--- config.mk ---
export PLATFORM = sky130hd
export DESIGN_NAME = param_control_unit_flat
export DESIGN_NICKNAME = d
export VERILOG_FILES = /design/src/rtl/param_control_unit_if.sv /design/src/rtl/param_control_unit.sv /design/src/flat_wrapper.sv
export SDC_FILE = /design/constraint.sdc
export NUM_CORES = 1
export LEC_CHECK = 0
export ABC_CLOCK_PERIOD_IN_PS = 2700
export CAP_MARGIN = 0
export CORE_ASPECT_RATIO = 0.75
export CORE_MARGIN = 1.5
export CORE_UTILIZATION = 40
export DETAILED_ROUTE_END_ITERATION = 10
export HOLD_SLACK_MARGIN = 0.15
export PLACE_DENSITY_LB_ADDON = 0.05
export SETUP_SLACK_MARGIN = 0.15
export SYNTH_ARGS = -nofsm -noshare
export SYNTH_HDL_FRONTEND = slang
export SYNTH_SLANG_ARGS = --single-unit
--- constraint.sdc ---
create_clock -name clk -period 2.7 [get_ports clk]
set_input_delay 0.54 -clock clk [delete_from_list [all_inputs] [get_ports clk]]
set_output_delay 0.54 -clock clk [all_outputs]
set_load 0.005 [all_outputs]
--- src/rtl/param_control_unit_if.sv ---
// param_control_unit_if
//   Bundles the instruction handshake, register-file port and ALU handshake
//   of param_control_unit.
//   Handshake: an instruction transfers on a rising clk edge where
//   instr_valid and instr_ready are both 1. The control unit raises
//   instr_ready only in FETCH. The source keeps instr stable while
//   instr_valid is high and instr_ready is low.
//   master : control-unit side (drives reg/ALU controls, consumes instr)
//   slave  : environment side (instruction source, register file, ALU)
//   dbg_state exposes the FSM state encoding for observation.
interface param_control_unit_if #(
  parameter int OPC_W = 8,
  parameter int OPD_W = 8
);
  logic                     instr_valid;
  logic                     instr_ready;
  logic [OPC_W+2*OPD_W-1:0] instr;
  logic [OPD_W-1:0]         reg_rd_data;
  logic [OPD_W-1:0]         alu_result;
  logic                     alu_done;
  logic                     reg_re;
  logic                     reg_we;
  logic [OPD_W-1:0]         adr_1;
  logic [OPD_W-1:0]         adr_2;
  logic [OPD_W-1:0]         adr_3;
  logic [OPD_W-1:0]         write_data;
  logic [OPC_W-1:0]         alu_sel;
  logic                     alu_start;
  logic                     illegal_op;
  logic                     alu_timeout;
  logic                     halted;
  logic [2:0]               dbg_state;

  modport master (
    input  instr_valid, instr, reg_rd_data, alu_result, alu_done,
    output instr_ready, reg_re, reg_we, adr_1, adr_2, adr_3, write_data,
           alu_sel, alu_start, illegal_op, alu_timeout, halted, dbg_state
  );

  modport slave (
    output instr_valid, instr, reg_rd_data, alu_result, alu_done,
    input  instr_ready, reg_re, reg_we, adr_1, adr_2, adr_3, write_data,
           alu_sel, alu_start, illegal_op, alu_timeout, halted, dbg_state
  );
endinterface

--- src/rtl/param_control_unit.sv ---
// param_control_unit
//   Multi-cycle control FSM: FETCH -> DECODE -> (EXEC -> (WAIT) ->) WB,
//   plus HALT. Sequences register reads, the ALU start/done handshake and
//   writeback. Every output is a flop loaded from the next-state decode, so
//   it is valid during the cycle the FSM spends in the corresponding state.
// Ports:
//   clk, reset : clock, asynchronous active-high reset
//   bus        : param_control_unit_if.master (handshake, reg file, ALU)
//   retired_cnt: retired-instruction count (only with CU_PERF_CNT_EN)
// Optional feature macro: CU_PERF_CNT_EN (saturating retired counter).
module param_control_unit #(
  parameter int OPC_W       = 8,
  parameter int OPD_W       = 8,
  parameter int C_ADDR      = 2,
  parameter int ALU_TIMEOUT = 16,
  parameter int CNT_W       = 16
) (
  input  logic                 clk,
  input  logic                 reset,
  param_control_unit_if.master bus
`ifdef CU_PERF_CNT_EN
  ,
  output logic [CNT_W-1:0]     retired_cnt
`endif
);

  typedef enum logic [2:0] {
    S_FETCH  = 3'd0,
    S_DECODE = 3'd1,
    S_EXEC   = 3'd2,
    S_WAIT   = 3'd3,
    S_WB     = 3'd4,
    S_HALT   = 3'd5
  } state_t;

  typedef enum logic [2:0] {
    K_NOP, K_STR, K_MOV, K_BIN, K_UN, K_HALT, K_ILL
  } kind_t;

  localparam int TO_W = (ALU_TIMEOUT > 2) ? $clog2(ALU_TIMEOUT) : 1;

  state_t           state;
  logic [OPC_W-1:0] opc_q;
  logic [OPD_W-1:0] op1_q;
  logic [OPD_W-1:0] op2_q;
  logic [TO_W-1:0]  wait_cnt;
  kind_t            kind;
  logic             to_hit;

  function automatic kind_t classify(input logic [OPC_W-1:0] opc);
    kind_t k;
    k = K_ILL;
    if (opc == OPC_W'(8'h00))                                 k = K_NOP;
    else if (opc == OPC_W'(8'h01))                            k = K_STR;
    else if (opc == OPC_W'(8'h02))                            k = K_MOV;
    else if (opc >= OPC_W'(8'h03) && opc <= OPC_W'(8'h09))    k = K_BIN;
    else if (opc >= OPC_W'(8'h0C) && opc <= OPC_W'(8'h0F))    k = K_BIN;
    else if (opc == OPC_W'(8'h0A) || opc == OPC_W'(8'h0B))    k = K_UN;
    else if (opc >= OPC_W'(8'h10) && opc <= OPC_W'(8'h17))    k = K_UN;
    else if (opc == OPC_W'(8'h1F))                            k = K_HALT;
    return k;
  endfunction

  assign kind          = classify(opc_q);
  // wait_cnt holds the number of WAIT edges already seen without alu_done.
  assign to_hit        = (ALU_TIMEOUT != 0) && (wait_cnt == TO_W'(ALU_TIMEOUT - 1));
  assign bus.dbg_state = state;

  always_ff @(posedge clk or posedge reset) begin
    if (reset) begin
      state           <= S_FETCH;
      opc_q           <= '0;
      op1_q           <= '0;
      op2_q           <= '0;
      wait_cnt        <= '0;
      bus.instr_ready <= 1'b0;
      bus.reg_re      <= 1'b0;
      bus.reg_we      <= 1'b0;
      bus.adr_1       <= '0;
      bus.adr_2       <= '0;
      bus.adr_3       <= '0;
      bus.write_data  <= '0;
      bus.alu_sel     <= '0;
      bus.alu_start   <= 1'b0;
      bus.illegal_op  <= 1'b0;
      bus.alu_timeout <= 1'b0;
      bus.halted      <= 1'b0;
    end else begin
      // Outputs default to 0; each branch sets what its next state shows.
      bus.instr_ready <= 1'b0;
      bus.reg_re      <= 1'b0;
      bus.reg_we      <= 1'b0;
      bus.adr_1       <= '0;
      bus.adr_2       <= '0;
      bus.adr_3       <= '0;
      bus.write_data  <= '0;
      bus.alu_sel     <= '0;
      bus.alu_start   <= 1'b0;
      bus.illegal_op  <= 1'b0;
      bus.alu_timeout <= 1'b0;
      bus.halted      <= 1'b0;
      case (state)
        S_FETCH: begin
          if (bus.instr_valid && bus.instr_ready) begin
            opc_q <= bus.instr[OPC_W+2*OPD_W-1 -: OPC_W];
            op1_q <= bus.instr[2*OPD_W-1 -: OPD_W];
            op2_q <= bus.instr[OPD_W-1:0];
            state <= S_DECODE;
          end else begin
            state           <= S_FETCH;
            bus.instr_ready <= 1'b1;
          end
        end
        S_DECODE: begin
          case (kind)
            K_NOP: begin
              state           <= S_FETCH;
              bus.instr_ready <= 1'b1;
            end
            K_STR: begin
              state          <= S_WB;
              bus.reg_we     <= 1'b1;
              bus.adr_3      <= op1_q;
              bus.write_data <= op2_q;
            end
            K_MOV: begin
              state      <= S_EXEC;
              bus.reg_re <= 1'b1;
              bus.adr_1  <= op2_q;
            end
            K_BIN, K_UN: begin
              state         <= S_EXEC;
              bus.reg_re    <= 1'b1;
              bus.adr_1     <= op1_q;
              bus.adr_2     <= (kind == K_BIN) ? op2_q : '0;
              bus.alu_start <= 1'b1;
              bus.alu_sel   <= opc_q;
            end
            K_HALT: begin
              state      <= S_HALT;
              bus.halted <= 1'b1;
            end
            default: begin
              state           <= S_FETCH;
              bus.instr_ready <= 1'b1;
              bus.illegal_op  <= 1'b1;
            end
          endcase
        end
        S_EXEC: begin
          if (kind == K_MOV) begin
            state          <= S_WB;
            bus.reg_we     <= 1'b1;
            bus.adr_3      <= op1_q;
            bus.write_data <= bus.reg_rd_data;
          end else begin
            state       <= S_WAIT;
            bus.reg_re  <= 1'b1;
            bus.adr_1   <= bus.adr_1;
            bus.adr_2   <= bus.adr_2;
            bus.alu_sel <= bus.alu_sel;
            wait_cnt    <= '0;
          end
        end
        S_WAIT: begin
          // alu_done is checked before the timeout so it wins a tie.
          if (bus.alu_done) begin
            state          <= S_WB;
            bus.reg_we     <= 1'b1;
            bus.adr_3      <= OPD_W'(C_ADDR);
            bus.write_data <= bus.alu_result;
          end else if (to_hit) begin
            state           <= S_FETCH;
            bus.instr_ready <= 1'b1;
            bus.alu_timeout <= 1'b1;
          end else begin
            state       <= S_WAIT;
            bus.reg_re  <= 1'b1;
            bus.adr_1   <= bus.adr_1;
            bus.adr_2   <= bus.adr_2;
            bus.alu_sel <= bus.alu_sel;
            wait_cnt    <= wait_cnt + TO_W'(1);
          end
        end
        S_WB: begin
          state           <= S_FETCH;
          bus.instr_ready <= 1'b1;
        end
        S_HALT: begin
          state      <= S_HALT;
          bus.halted <= 1'b1;
        end
        default: begin
          state           <= S_FETCH;
          bus.instr_ready <= 1'b1;
        end
      endcase
    end
  end

`ifdef CU_PERF_CNT_EN
  // Retirement happens on the FETCH entry from WB or from a decoded NOP.
  always_ff @(posedge clk or posedge reset) begin
    if (reset) begin
      retired_cnt <= '0;
    end else if ((state == S_WB) || (state == S_DECODE && kind == K_NOP)) begin
      if (retired_cnt != {CNT_W{1'b1}}) retired_cnt <= retired_cnt + CNT_W'(1);
    end
  end
`endif

endmodule
--- src/flat_wrapper.sv ---
// flat-port wrapper written by rule: the top's interface ports become plain ports
module param_control_unit_flat 
#(
  parameter int OPC_W       = 8,
  parameter int OPD_W       = 8,
  parameter int C_ADDR      = 2,
  parameter int ALU_TIMEOUT = 16,
  parameter int CNT_W       = 16
)
  (clk, reset, bus_instr_valid, bus_instr, bus_reg_rd_data, bus_alu_result, bus_alu_done, bus_instr_ready, bus_reg_re, bus_reg_we, bus_adr_1, bus_adr_2, bus_adr_3, bus_write_data, bus_alu_sel, bus_alu_start, bus_illegal_op, bus_alu_timeout, bus_halted, bus_dbg_state);
  param_control_unit_if #(.OPC_W(OPC_W), .OPD_W(OPD_W)) bus_i ();
  input  logic clk;
  input  logic reset;
  input wire logic [$bits(bus_i.instr_valid)-1:0] bus_instr_valid;
  input wire logic [$bits(bus_i.instr)-1:0] bus_instr;
  input wire logic [$bits(bus_i.reg_rd_data)-1:0] bus_reg_rd_data;
  input wire logic [$bits(bus_i.alu_result)-1:0] bus_alu_result;
  input wire logic [$bits(bus_i.alu_done)-1:0] bus_alu_done;
  output wire logic [$bits(bus_i.instr_ready)-1:0] bus_instr_ready;
  output wire logic [$bits(bus_i.reg_re)-1:0] bus_reg_re;
  output wire logic [$bits(bus_i.reg_we)-1:0] bus_reg_we;
  output wire logic [$bits(bus_i.adr_1)-1:0] bus_adr_1;
  output wire logic [$bits(bus_i.adr_2)-1:0] bus_adr_2;
  output wire logic [$bits(bus_i.adr_3)-1:0] bus_adr_3;
  output wire logic [$bits(bus_i.write_data)-1:0] bus_write_data;
  output wire logic [$bits(bus_i.alu_sel)-1:0] bus_alu_sel;
  output wire logic [$bits(bus_i.alu_start)-1:0] bus_alu_start;
  output wire logic [$bits(bus_i.illegal_op)-1:0] bus_illegal_op;
  output wire logic [$bits(bus_i.alu_timeout)-1:0] bus_alu_timeout;
  output wire logic [$bits(bus_i.halted)-1:0] bus_halted;
  output wire logic [$bits(bus_i.dbg_state)-1:0] bus_dbg_state;
  assign bus_i.instr_valid = bus_instr_valid;
  assign bus_i.instr = bus_instr;
  assign bus_i.reg_rd_data = bus_reg_rd_data;
  assign bus_i.alu_result = bus_alu_result;
  assign bus_i.alu_done = bus_alu_done;
  assign bus_instr_ready = bus_i.instr_ready;
  assign bus_reg_re = bus_i.reg_re;
  assign bus_reg_we = bus_i.reg_we;
  assign bus_adr_1 = bus_i.adr_1;
  assign bus_adr_2 = bus_i.adr_2;
  assign bus_adr_3 = bus_i.adr_3;
  assign bus_write_data = bus_i.write_data;
  assign bus_alu_sel = bus_i.alu_sel;
  assign bus_alu_start = bus_i.alu_start;
  assign bus_illegal_op = bus_i.illegal_op;
  assign bus_alu_timeout = bus_i.alu_timeout;
  assign bus_halted = bus_i.halted;
  assign bus_dbg_state = bus_i.dbg_state;
  param_control_unit #(.OPC_W(OPC_W), .OPD_W(OPD_W), .C_ADDR(C_ADDR), .ALU_TIMEOUT(ALU_TIMEOUT), .CNT_W(CNT_W)) u_core (.clk(clk), .reset(reset), .bus(bus_i));
endmodule
==> results of run 1 <==
[power by group through the flow]
stage / Sequential [mW] / Clock [mW] / Combinational, mW
after CTS: 1.76 / 1.02 / 1.02
final: 1.77 / 0.994 / 1.01
after global routing: 1.81 / 1.07 / 1.10
after global placement: 1.78 / 0 / 0.994
after detailed placement: 1.78 / 0 / 1.01
after floorplan: 1.60 / 0 / 0.813
[worst register-to-register path: cells and delay by family (launching register included)]
family / cells / cell delay [ns]
AO/OA/AOI/OAI: 1 / 0.11
AND/OR/NAND/NOR: 3 / 1.44
flip-flops: 1 / 0.50
[Yosys cell counts (5+ instances only)]
cell      instances  area (sq um)
dfrtp_1          78          1950
mux2_2           24           270
nand2_1          22          82.6
and2_1           18           113
a22o_1           15           131
a221o_1           8          80.1
a22oi_1           8          60.1
nor2_1            7          26.3
buf_6             6          67.6
clkbuf_1          6          22.5
inv_1             6          22.5
nor3_1            5          25.0
o21ai_0           5          25.0
[cell type report]
class / instances / area [sq um] / share of cell area
timing repair buffer: 100 / 996 / 0.219
inverter: 6 / 23.8 / 0.00523
tap: 105 / 131 / 0.0289
multi-input combinational: 158 / 1210 / 0.266
clock buffer: 10 / 138 / 0.0303
sequential: 78 / 1950 / 0.430
clock inverter: 6 / 93.8 / 0.0206
[how the worst min path moves through the flow]
stage	cells after the start	startpoint	slack (ns)	endpoint
after detailed placement	1	u_core.bus.alu_sel[5]	0.48	u_core.bus.alu_sel[5]
after global placement	1	u_core.bus.alu_sel[5]	0.48	u_core.bus.alu_sel[5]
after global routing	1	u_core.bus.alu_sel[5]	0.51	u_core.bus.alu_sel[5]
after floorplan	1	u_core.op1_q[0]	0.46	u_core.bus.adr_3[0]
final	1	u_core.bus.alu_sel[5]	0.50	u_core.bus.alu_sel[5]
after CTS	1	u_core.bus.alu_sel[5]	0.50	u_core.bus.alu_sel[5]
[flip-flops by register name (all words and copies together), names as in the netlist]
| register | cells |
|---|---|
| u_core.bus.adr_1 | 8 |
| u_core.bus.adr_2 | 8 |
| u_core.bus.adr_3 | 8 |
| u_core.bus.alu_sel | 8 |
| u_core.bus.alu_start | 1 |
| u_core.bus.alu_timeout | 1 |
| u_core.bus.dbg_state | 3 |
| u_core.bus.halted | 1 |
| u_core.bus.illegal_op | 1 |
| u_core.bus.instr_ready | 1 |
| u_core.bus.reg_re | 1 |
| u_core.bus.reg_we | 1 |
| u_core.bus.write_data | 8 |
| u_core.op1_q | 8 |
| u_core.op2_q | 8 |
| u_core.opc_q | 8 |
| u_core.wait_cnt | 4 |
[per-stage QoR]
stage               power (mW)  hold WS, ns
floorplan                 2.42        0.462
global placement          2.77        0.476
detailed placement        2.79        0.482
CTS                       3.80        0.503
global route              3.98        0.514
finish                    3.76        0.500
[cells by family after synthesis]
kind of cell | after synthesis | synth area share
and+or+nand+nor | 77 | 0.144
DFF | 78 | 0.593
muxes | 26 | 0.0889
adders and majority gates | 1 | 0.00380
AOI/OAI and AO/OA | 54 | 0.131
buffers and inverters | 21 | 0.0395
[metal layers]
layer | vias to the layer above | wire length [um]
met3 | 10 | 457
met1 | 1159 | 3940
li1 | 1131 | -
met2 | 71 | 3340
met4 | 0 | 87
met5 | - | 0
==> key figures, run 1 <==
Power and ir drop
  • Clock power frac: 0.264
  • Logic pwr share: 0.267
  • Sw frac: 0.321
  • Cell area power density: 828 mW/mm^2
  • P_int: 2.56 mW
  • Sequential share of power: 0.469
  • Sw power: 1.21 mW
  • Leakage: 2.00 nW
  • Worst vdd ir: 0.458 mV

Placed design
  • Pre-CTS setup slack: 0.587 ns
  • DP Area: 0.00431 sq mm
  • # port buffers: 93
  • HPWL after DPL: 5460 um
  • Gp weighted congestion: 0.774
  • Placed cell count: 447

Cells and area
  • Commonest non-fill, non-tap cell in the layout: clkdlybuf4s50_1
  • Design Area, Final: 0.00454 sq mm
  • Layout area overhead: 38.0%
  • Antenna cells: 0
  • Layout Cells excl Fill: 463
  • Fin util: 0.574
  • Fillers: 700
  • Commonest non-fill, non-tap cells in the layout: clkdlybuf4s50_1 (93), dfrtp_1 (78), mux2_2 (24)
  • Layout cell share with drive strength beyond 1: 0.154
  • Nets: 398

Setup path
  • Critical path depth: 4
  • WP data required: 2.98 ns
  • Critical Path End Type: flip-flop
  • Arr. time, crit path: 2.40 ns
  • RR Startpoint: u_core.bus.dbg_state[0]
  • Crit-path max cell delay: 0.65 ns
  • CP Max Fanout: 14
  • CP endpoint: u_core.bus.adr_1[2]
  • Startpoint type of the worst setup path: flip-flop
  • Crit path cell chain: or3b_1, nor4b_4, and2_1, a221o_1
  • Reg2reg setup slack: 0.58 ns
  • CP top delay family: simple AND/OR/NAND/NOR gates
  • CP Class: reg -> reg
  • RR Endpoint: u_core.bus.adr_1[2]
  • Crit path buf inv count: 0
  • R2R cell count: 4
  • Worst path slowest cell: nor4b_4
  • Crit path from: u_core.bus.dbg_state[0]

Die
  • Num ports: 94
  • Die height: 81.6 um
  • Die area: 0.00879 sq mm
  • Row count: 28
  • Die Wd: 108 um
  • Starting Density: 0.416
  • Core area: 0.00792 sq mm

Clocking
  • H-tree depth: 3
  • TritonCTS buffer count: 9
  • Post-CTS Hold Fix Bufs: 0
  • Skew-Pair Late Insertion Delay: 0.35 ns
  • CTS tree: built
  • CTS Sinks: 78
  • Clk Tree Root Cell: clkbuf_8
  • Post-cts resize count: 0
  • Clock Pin Slew Worst Setup and Hold Paths: 0.09 ns
  • Longest Clk Path Bufs: 2
  • Post-CTS Setup Bufs: 0

Route
  • Vias per cell: 5.12
  • Vias: 2371
  • DR iter-0 viols: 119
  • DR WL/cell: 16.9 um
  • Detailed Routing Iterations Pass 1: 4
  • # DRC: 0
  • Final ANT Viol Nets: 0
  • WL final: 7830 um

STA
  • Max Slew Vio Count: 0
  • Worst-margin pin slew: 0.642 ns
  • Setup WS post-layout: 0.579 ns
  • Worst Clk Skew: 0.0102 ns
  • Post-route minimum period: 2.12 ns
  • Final hold viol count: 0
  • Setup tns final: 0 ns
  • Max_slew headroom: 0.570
  • Fin crit share: 0.785
  • Final setup viols: 0
  • Fmax: 472 MHz
  • RSZ-0062 raised after global routing: false

Global route
  • Grt met1 use: 0.277
  • Global-route wire length before repair: 12800 um
  • Routing usage on met3: 0.0619
  • Total gr overflow: 0
  • Initial antenna violation count: 0
  • Largest net degree at the start of global routing: 55
  • Vias in the first global route: 2438
  • Most Crowded Layer GR: met2
  • Met2 Resource Use GR: 0.284
  • Total GRT Usage: 0.193

Logic synthesis
  • Mapped Cells: 257
  • EDFF count, synth: 0
  • Synth Area per Inst: 12.8 sq um
  • Synth Flop Type: dfrtp_1
  • Distinct cells, synth: 48
  • Yosys warns: 0
  • Post-synth ARST share: 1.00
  • Cell Area, Synth: 0.00329 sq mm
  • Mapped Nets: 302
  • Sequential area share after synthesis: 0.593
  • Synth Register Bits: 78

Outcome
  • Status: completed

Flow run
  • Max-cap viol count: 0

Hold path
  • Min-Delay Path Class: reg -> reg
(Power assumes the default switching activity.)
==> run 2: changes to the inputs <==
- ABC_CLOCK_PERIOD_IN_PS: 2700 -> 2050
- clock period: 2.7 -> 2.05 ns (I/O delays scaled with it)
==> key figures, run 2 (same netlist as run 1, synthesis figures left out) <==
Outcome
  • Status: completed

Placed design
  • # port buffers: 93 (unchanged)
  • Pre-CTS setup slack: 0.0876 ns (-0.499 ns)
  • HPWL after DPL: 5500 um (+0.70%)
  • DP Area: 0.00444 sq mm (+2.8%)
  • Gp weighted congestion: 0.782 (+1.0%)

Die
  • Starting Density: 0.416 (unchanged)
  • Num ports: 94 (unchanged)
  • Core area: 0.00792 sq mm (unchanged)
  • Die Wd: 108 um (unchanged)
  • Die area: 0.00879 sq mm (unchanged)
  • Row count: 28 (unchanged)
  • Die height: 81.6 um (unchanged)

Route
  • Vias: 2432 (+2.6%)
  • DR iter-0 viols: 112 (-5.9%)
  • Final ANT Viol Nets: 0 (unchanged)
  • WL final: 7910 um (+1.0%)
  • # DRC: 0 (unchanged)
  • Vias per cell: 5.13 (+0.19%)
  • DR WL/cell: 16.7 um (-1.3%)
  • Detailed Routing Iterations Pass 1: 4 (unchanged)

Clocking
  • CTS Sinks: 78 (unchanged)
  • Clk Tree Root Cell: clkbuf_8
  • Clock Pin Slew Worst Setup and Hold Paths: 0.08 ns (about the same)
  • TritonCTS buffer count: 9 (unchanged)
  • H-tree depth: 3 (unchanged)
  • Post-CTS Hold Fix Bufs: 0 (unchanged)
  • Longest Clk Path Bufs: 2 (unchanged)
  • CTS tree: built
  • Skew-Pair Late Insertion Delay: 0.35 ns (about the same)

Cells and area
  • Commonest non-fill, non-tap cells in the layout: clkdlybuf4s50_1 (93), dfrtp_1 (78), mux2_2 (24)
  • Nets: 410 (+3.0%)
  • Commonest non-fill, non-tap cell in the layout: clkdlybuf4s50_1
  • Design Area, Final: 0.00472 sq mm (+3.9%)
  • Antenna cells: 0 (unchanged)
  • Layout cell share with drive strength beyond 1: 0.201 (+0.0469)
  • Layout area overhead: 43.4%

STA
  • Hold WS: 0.391 ns (-0.109 ns)
  • RSZ-0062 raised after global routing: true
  • Worst Clk Skew: 0.00664 ns (-0.00360 ns)
  • Final setup viols: 0 (unchanged)
  • Worst-margin pin slew: 0.478 ns (-0.165 ns)
  • Fin crit share: 0.907 (+0.122)
  • Post-route minimum period: 1.86 ns (-0.261 ns)
  • Setup WS post-layout: 0.190 ns (-0.389 ns)
  • Max Slew Vio Count: 0 (unchanged)
  • Final hold viol count: 0 (unchanged)
  • Setup tns final: 0 ns (unchanged)
  • Fmax: 538 MHz (+14%)
  • Max_slew headroom: 0.680 (+0.110)

Global route
  • Vias in the first global route: 2330 (-4.4%)
  • Initial antenna violation count: 0 (unchanged)
  • Total GRT Usage: 0.191 (-0.00204)
  • Met2 Resource Use GR: 0.280 (-0.00382)
  • Total gr overflow: 0 (unchanged)
  • Global-route wire length before repair: 12600 um (-1.6%)
  • Most Crowded Layer GR: met1
  • Grt met1 use: 0.281 (+0.00406)
  • Routing usage on met3: 0.0595 (-0.00238)
  • Largest net degree at the start of global routing: 34 (-38%)

Setup path
  • Critical Path End Type: flip-flop
  • R2R cell count: 5 (+1)
  • Arr. time, crit path: 2.09 ns (-0.31 ns)
  • CP Max Fanout: 7 (-7)
  • CP Class: reg -> reg
  • Worst path slowest cell: or4_1
  • WP data required: 2.28 ns (-0.70 ns)
  • Startpoint type of the worst setup path: flip-flop
  • Crit path cell chain: buf_4, or4_1, a211oi_2, nor2_1, a211o_1
  • Crit-path max cell delay: 0.55 ns (-0.10 ns)

Power and ir drop
  • Worst vdd ir: 0.516 mV (+13%)
  • Sw power: 1.62 mW (+34%)
  • Cell area power density: 1110 mW/mm^2 (+33%)
  • P_int: 3.60 mW (+41%)
  • Clock power frac: 0.261 (-0.003)
  • Logic pwr share: 0.312 (+0.045)
  • Sequential share of power: 0.427 (-0.042)
  • Overall power: 5.22 mW (+39%)
  • Sw frac: 0.311 (-0.00985)
  • Leakage: 2.08 nW (+4.0%)

Flow run
  • Max-cap viol count: 0 (unchanged)

Hold path
  • Min-Delay Path Class: in -> async
==> run 2: repair_timing <==
| action | CTS | global route |
|---|---|---|
| pin swaps | 1 | 0 |
| endpoints found under the hold margin | 0 | 0 |
| gates resized for setup | 1 | 7 |
| cloned | 0 | 0 |
| buffers inserted | 1 | 0 |
| endpoints found under the setup margin | 16 | 24 |
==> run 2: worst max-delay path: cells and delay by family (launching register included) <==
kind | cells | cell delay [ns]
buffers and inverters | 1 | 0.18
AO/OA/AOI/OAI | 2 | 0.50
flip-flops | 1 | 0.42
AND/OR/NAND/NOR | 2 | 0.65
==> run 2: worst paths after layout <==
path | start | end | slack [ns]
min in group clk | u_core.bus.alu_sel[7] | u_core.bus.alu_sel[7] | 0.49
min | reset | u_core.op1_q[2] | 0.39
max | u_core.opc_q[3] | u_core.bus.instr_ready | 0.19
max reg2reg | u_core.opc_q[3] | u_core.bus.instr_ready | 0.19
max in group asynchronous | reset | u_core.op1_q[7] | 1.18
min reg2reg | u_core.bus.alu_sel[7] | u_core.bus.alu_sel[7] | 0.49
==> run 2: layout make-up <==
class                           instances  area [sq um]
Fill cell                             694          3200
Sequential cell                        78          1950
Multi-Input combinational cell        158          1240
Timing Repair Buffer                  112          1140
Tap cell                              105           131
Clock buffer                            9           124
Clock inverter                          6           111
Inverter                                6          26.3
==> run 2: metrics by stage <==
stage	std cells	utilization
6_report	474	0.596
5_1_grt	474	0.596
4_1_cts	474	0.593
3_5_place_dp	458	0.560
3_3_place_gp	458	0.560
2_1_floorplan	257	-
==> run 2: power by group through the flow <==
| stage | Combinational (mW) | Sequential, mW | Clock (mW) |
|---|---|---|---|
| 6_report | 1.63 | 2.23 | 1.36 |
| 3_5_place_dp | 1.59 | 2.24 | 0 |
| 4_1_cts | 1.61 | 2.22 | 1.40 |
| 2_1_floorplan | 1.07 | 2.11 | 0 |
| 3_3_place_gp | 1.57 | 2.22 | 0 |
| 5_1_grt | 1.77 | 2.28 | 1.47 |
==> run 2: layer usage <==
layer  part of all wire  up-vias  routed length (um)
met1               0.51     1214                4010
met2               0.44       64                3440
met5                  0        -                   0
met4             0.0040        0                  32
li1                   -     1149                   -
met3              0.054        5                 425
==> RTL change: new RTL, settings of run 1 <==
`ALU_TIMEOUT` is set to 16 in 2 places; all go to 32.
--- a/src/rtl/param_control_unit.sv
+++ b/src/rtl/param_control_unit.sv
@@ -12,7 +12,7 @@
   parameter int OPC_W       = 8,
   parameter int OPD_W       = 8,
   parameter int C_ADDR      = 2,
-  parameter int ALU_TIMEOUT = 16,
+  parameter int ALU_TIMEOUT = 32,
   parameter int CNT_W       = 16
 ) (
   input  logic                 clk,
--- a/src/flat_wrapper.sv
+++ b/src/flat_wrapper.sv
@@ -4,7 +4,7 @@
   parameter int OPC_W       = 8,
   parameter int OPD_W       = 8,
   parameter int C_ADDR      = 2,
-  parameter int ALU_TIMEOUT = 16,
+  parameter int ALU_TIMEOUT = 32,
   parameter int CNT_W       = 16
 )
   (clk, reset, bus_instr_valid, bus_instr, bus_reg_rd_data, bus_alu_result, bus_alu_done, bus_instr_ready, bus_reg_re, bus_reg_we, bus_adr_1, bus_adr_2, bus_adr_3, bus_write_data, bus_alu_sel, bus_alu_start, bus_illegal_op, bus_alu_timeout, bus_halted, bus_dbg_state);
Function: same outputs for any inputs over 10 cycles, from zero or initial values and one cycle with reset high; that may be too few to reach the edited logic, so the function may still have changed.
==> RTL change against run 1 <==
  * Routed wire length down 0.33%
  * Final area up 1.1%
  * Sequential cell count up 1
  * Worst setup slack worse by 0.030 ns
  * Global-route usage up 0.11 points
  * Non-clock buffer count down 1
  * Synthesized cell count unchanged
  * Die area up 0.66%
  * Clock power up 15%
  * Total power up 3.8%
  * Synthesized area up 0.68%
  * Critical endpoint is now u_core.bus.adr_1[3]$_DFFE_PP0P_
==> RTL change: results (changes against run 1) <==
via_count: 2332  # was 2371
path_delay_family: "simple AND/OR/NAND/NOR gates"  # unchanged
cts.repair.resized: 0  # unchanged
max-clock-path-buffers: 2  # unchanged
synth.area.top_cells: "dfrtp_1 60%, mux2_2 8.5%, a22oi_1 3.9%, a22o_1 3.7%, nand2_1 2.3%"  # was dfrtp_1 59%, mux2_2 8.2%, a22o_1 4.0%, and2_1 3.4%, nand2_1 2.5%
min_path_type: "flop to flop"  # unchanged
grt.total_usage_pct: 19.4  # was 19.3%
post-dp-hpwl_um: 5310  # was 5460 um
wirelength_um: 7800  # was 7830 um
grt_max_degree: 80  # was 55
clkTransAtPathRegs_ns: 0.08
nets: 399  # was 398
async_flop_share_pct: 100  # unchanged
grt_pass1_wl_um: 12500  # was 12800 um
fin_worst_skew_ns: 0.0108  # was 0.0102 ns
cts_made_buffers: 9  # unchanged
cts_post_setup_buffers_inserted: 0  # unchanged
crit_arrival_ns: 2.39
port_buffers: 93  # unchanged
irDropWorstVdd_uv: 384  # was 458 uV
crit_fanout: 12  # was 14
yosys-top-cells-count: "79 x dfrtp_1, 25 x mux2_2, 20 x nand2_1"  # was 78 x dfrtp_1, 24 x mux2_2, 22 x nand2_1
dpl_worst_slack_ns: 0.567  # was 0.587 ns
n_fill_cell: 690  # was 700
yosysWarnings: 0  # unchanged
gp_congestion: 0.790  # was 0.774
p_leak_nw: 2.03  # was 2.00 nW
switchingPower_mw: 1.19  # was 1.21 mW
status: "complete, no violations"  # unchanged
htree_levels: 3  # unchanged
n_antenna_cell: 0  # unchanged
worst_slew_pin_slew_ns: 0.819  # was 0.642 ns
slowest_delay_ns: 0.59  # was 0.65 ns
cts-root-buf: "clkbuf_8"  # unchanged
crit_path_top_delay_cell: "or4b_4"  # was nor4b_4
syn-num-nets: 303  # was 302
first_pass_iters: 4  # unchanged
ys_types: 47  # was 48
clk_latency_ns: 0.35  # about the same
drt_iter0_drc: 122  # was 119
antenna_found_initial: 0  # unchanged
ys_seq_area_share_pct: 59.6  # was 59.3%
drive_above_1_share_pct: 18.7  # was 15.4%
## RTL change: cell types whose count changed after synthesis, sizes merged, moves of 2 or more
| cell | before | now |
|---|---|---|
| or4b | 0 | 2 |
| a221o | 8 | 0 |
| a22oi | 8 | 17 |
| clkbuf | 6 | 1 |
| inv | 6 | 10 |
| xnor2 | 0 | 2 |
| buf | 9 | 13 |
| o21ai | 8 | 12 |
| and2 | 18 | 14 |
## RTL change: per-layer routing
metal | share of wire [%] | global-route usage, %
met2 | 42 | 26.7
met5 | 0 | 0
met1 | 49 | 28.6
met3 | 8.7 | 7.54
met4 | 1.1 | 4.87
## RTL change: stage by stage
stage          utilization [%]  cells  cell area [um^2]  power (mW)  hold WS [ns]
6_report                  57.8    463              4600        3.91         0.493
5_1_grt                   57.8    463              4600        4.14         0.516
4_1_cts                   57.8    463              4600        3.94         0.499
3_5_place_dp              54.5    447              4340        2.79         0.478
3_3_place_gp              54.5    447              4340        2.77         0.475
2_1_floorplan                -    257              3320        2.40         0.468
## RTL change: path summary, 6_finish.rpt
check                                             startpoint                            endpoint  slack [ns]  depth (start not counted)
min in group asynchronous                              reset         u_core.opc_q[6]$_DFFE_PP0P_        0.64                          3
hold reg to reg            u_core.bus.alu_sel[5]$_DFFE_PP0P_   u_core.bus.alu_sel[5]$_DFFE_PP0P_        0.49                          1
setup / recovery                 u_core.opc_q[2]$_DFFE_PP0P_     u_core.bus.adr_1[3]$_DFFE_PP0P_        0.55                          5
hold / removal             u_core.bus.alu_sel[5]$_DFFE_PP0P_   u_core.bus.alu_sel[5]$_DFFE_PP0P_        0.49                          1
setup reg to reg                 u_core.opc_q[2]$_DFFE_PP0P_     u_core.bus.adr_1[3]$_DFFE_PP0P_        0.55                          5
max in group asynchronous                              reset  u_core.bus.write_data[4]$_DFF_PP0_        1.72                          3
## RTL change: kinds of logic (layout without fill, tap and decap cells)
logic type | after synthesis | after routing | share of synthesized area [%]
xor+xnor | 2 | 2 | 0.529
simple gates | 72 | 72 | 13.9
flops | 79 | 79 | 59.6
fa+ha+maj | 2 | 2 | 0.755
compound gates | 53 | 53 | 12.2
mux | 25 | 25 | 8.49
buf+inv | 24 | 125 | 4.49
## RTL change: area by class of cell
cell class	count	area, um^2	share of cell area (%)
flip-flops and latches	79	1980	43.0
clock buffers	11	131	2.86
multi-input cells	154	1200	26.1
repair buffers	99	988	21.5
inverters	10	41.3	0.898
well taps	105	131	2.86
clock inverters	5	129	2.80
## RTL change: power groups by stage
stage	clock network, mW	logic, mW	registers, mW
2_1_floorplan	0	0.753	1.64
6_report	1.14	1.00	1.76
4_1_cts	1.16	1.02	1.76
3_3_place_gp	0	1.00	1.77
5_1_grt	1.23	1.10	1.81
3_5_place_dp	0	1.01	1.78
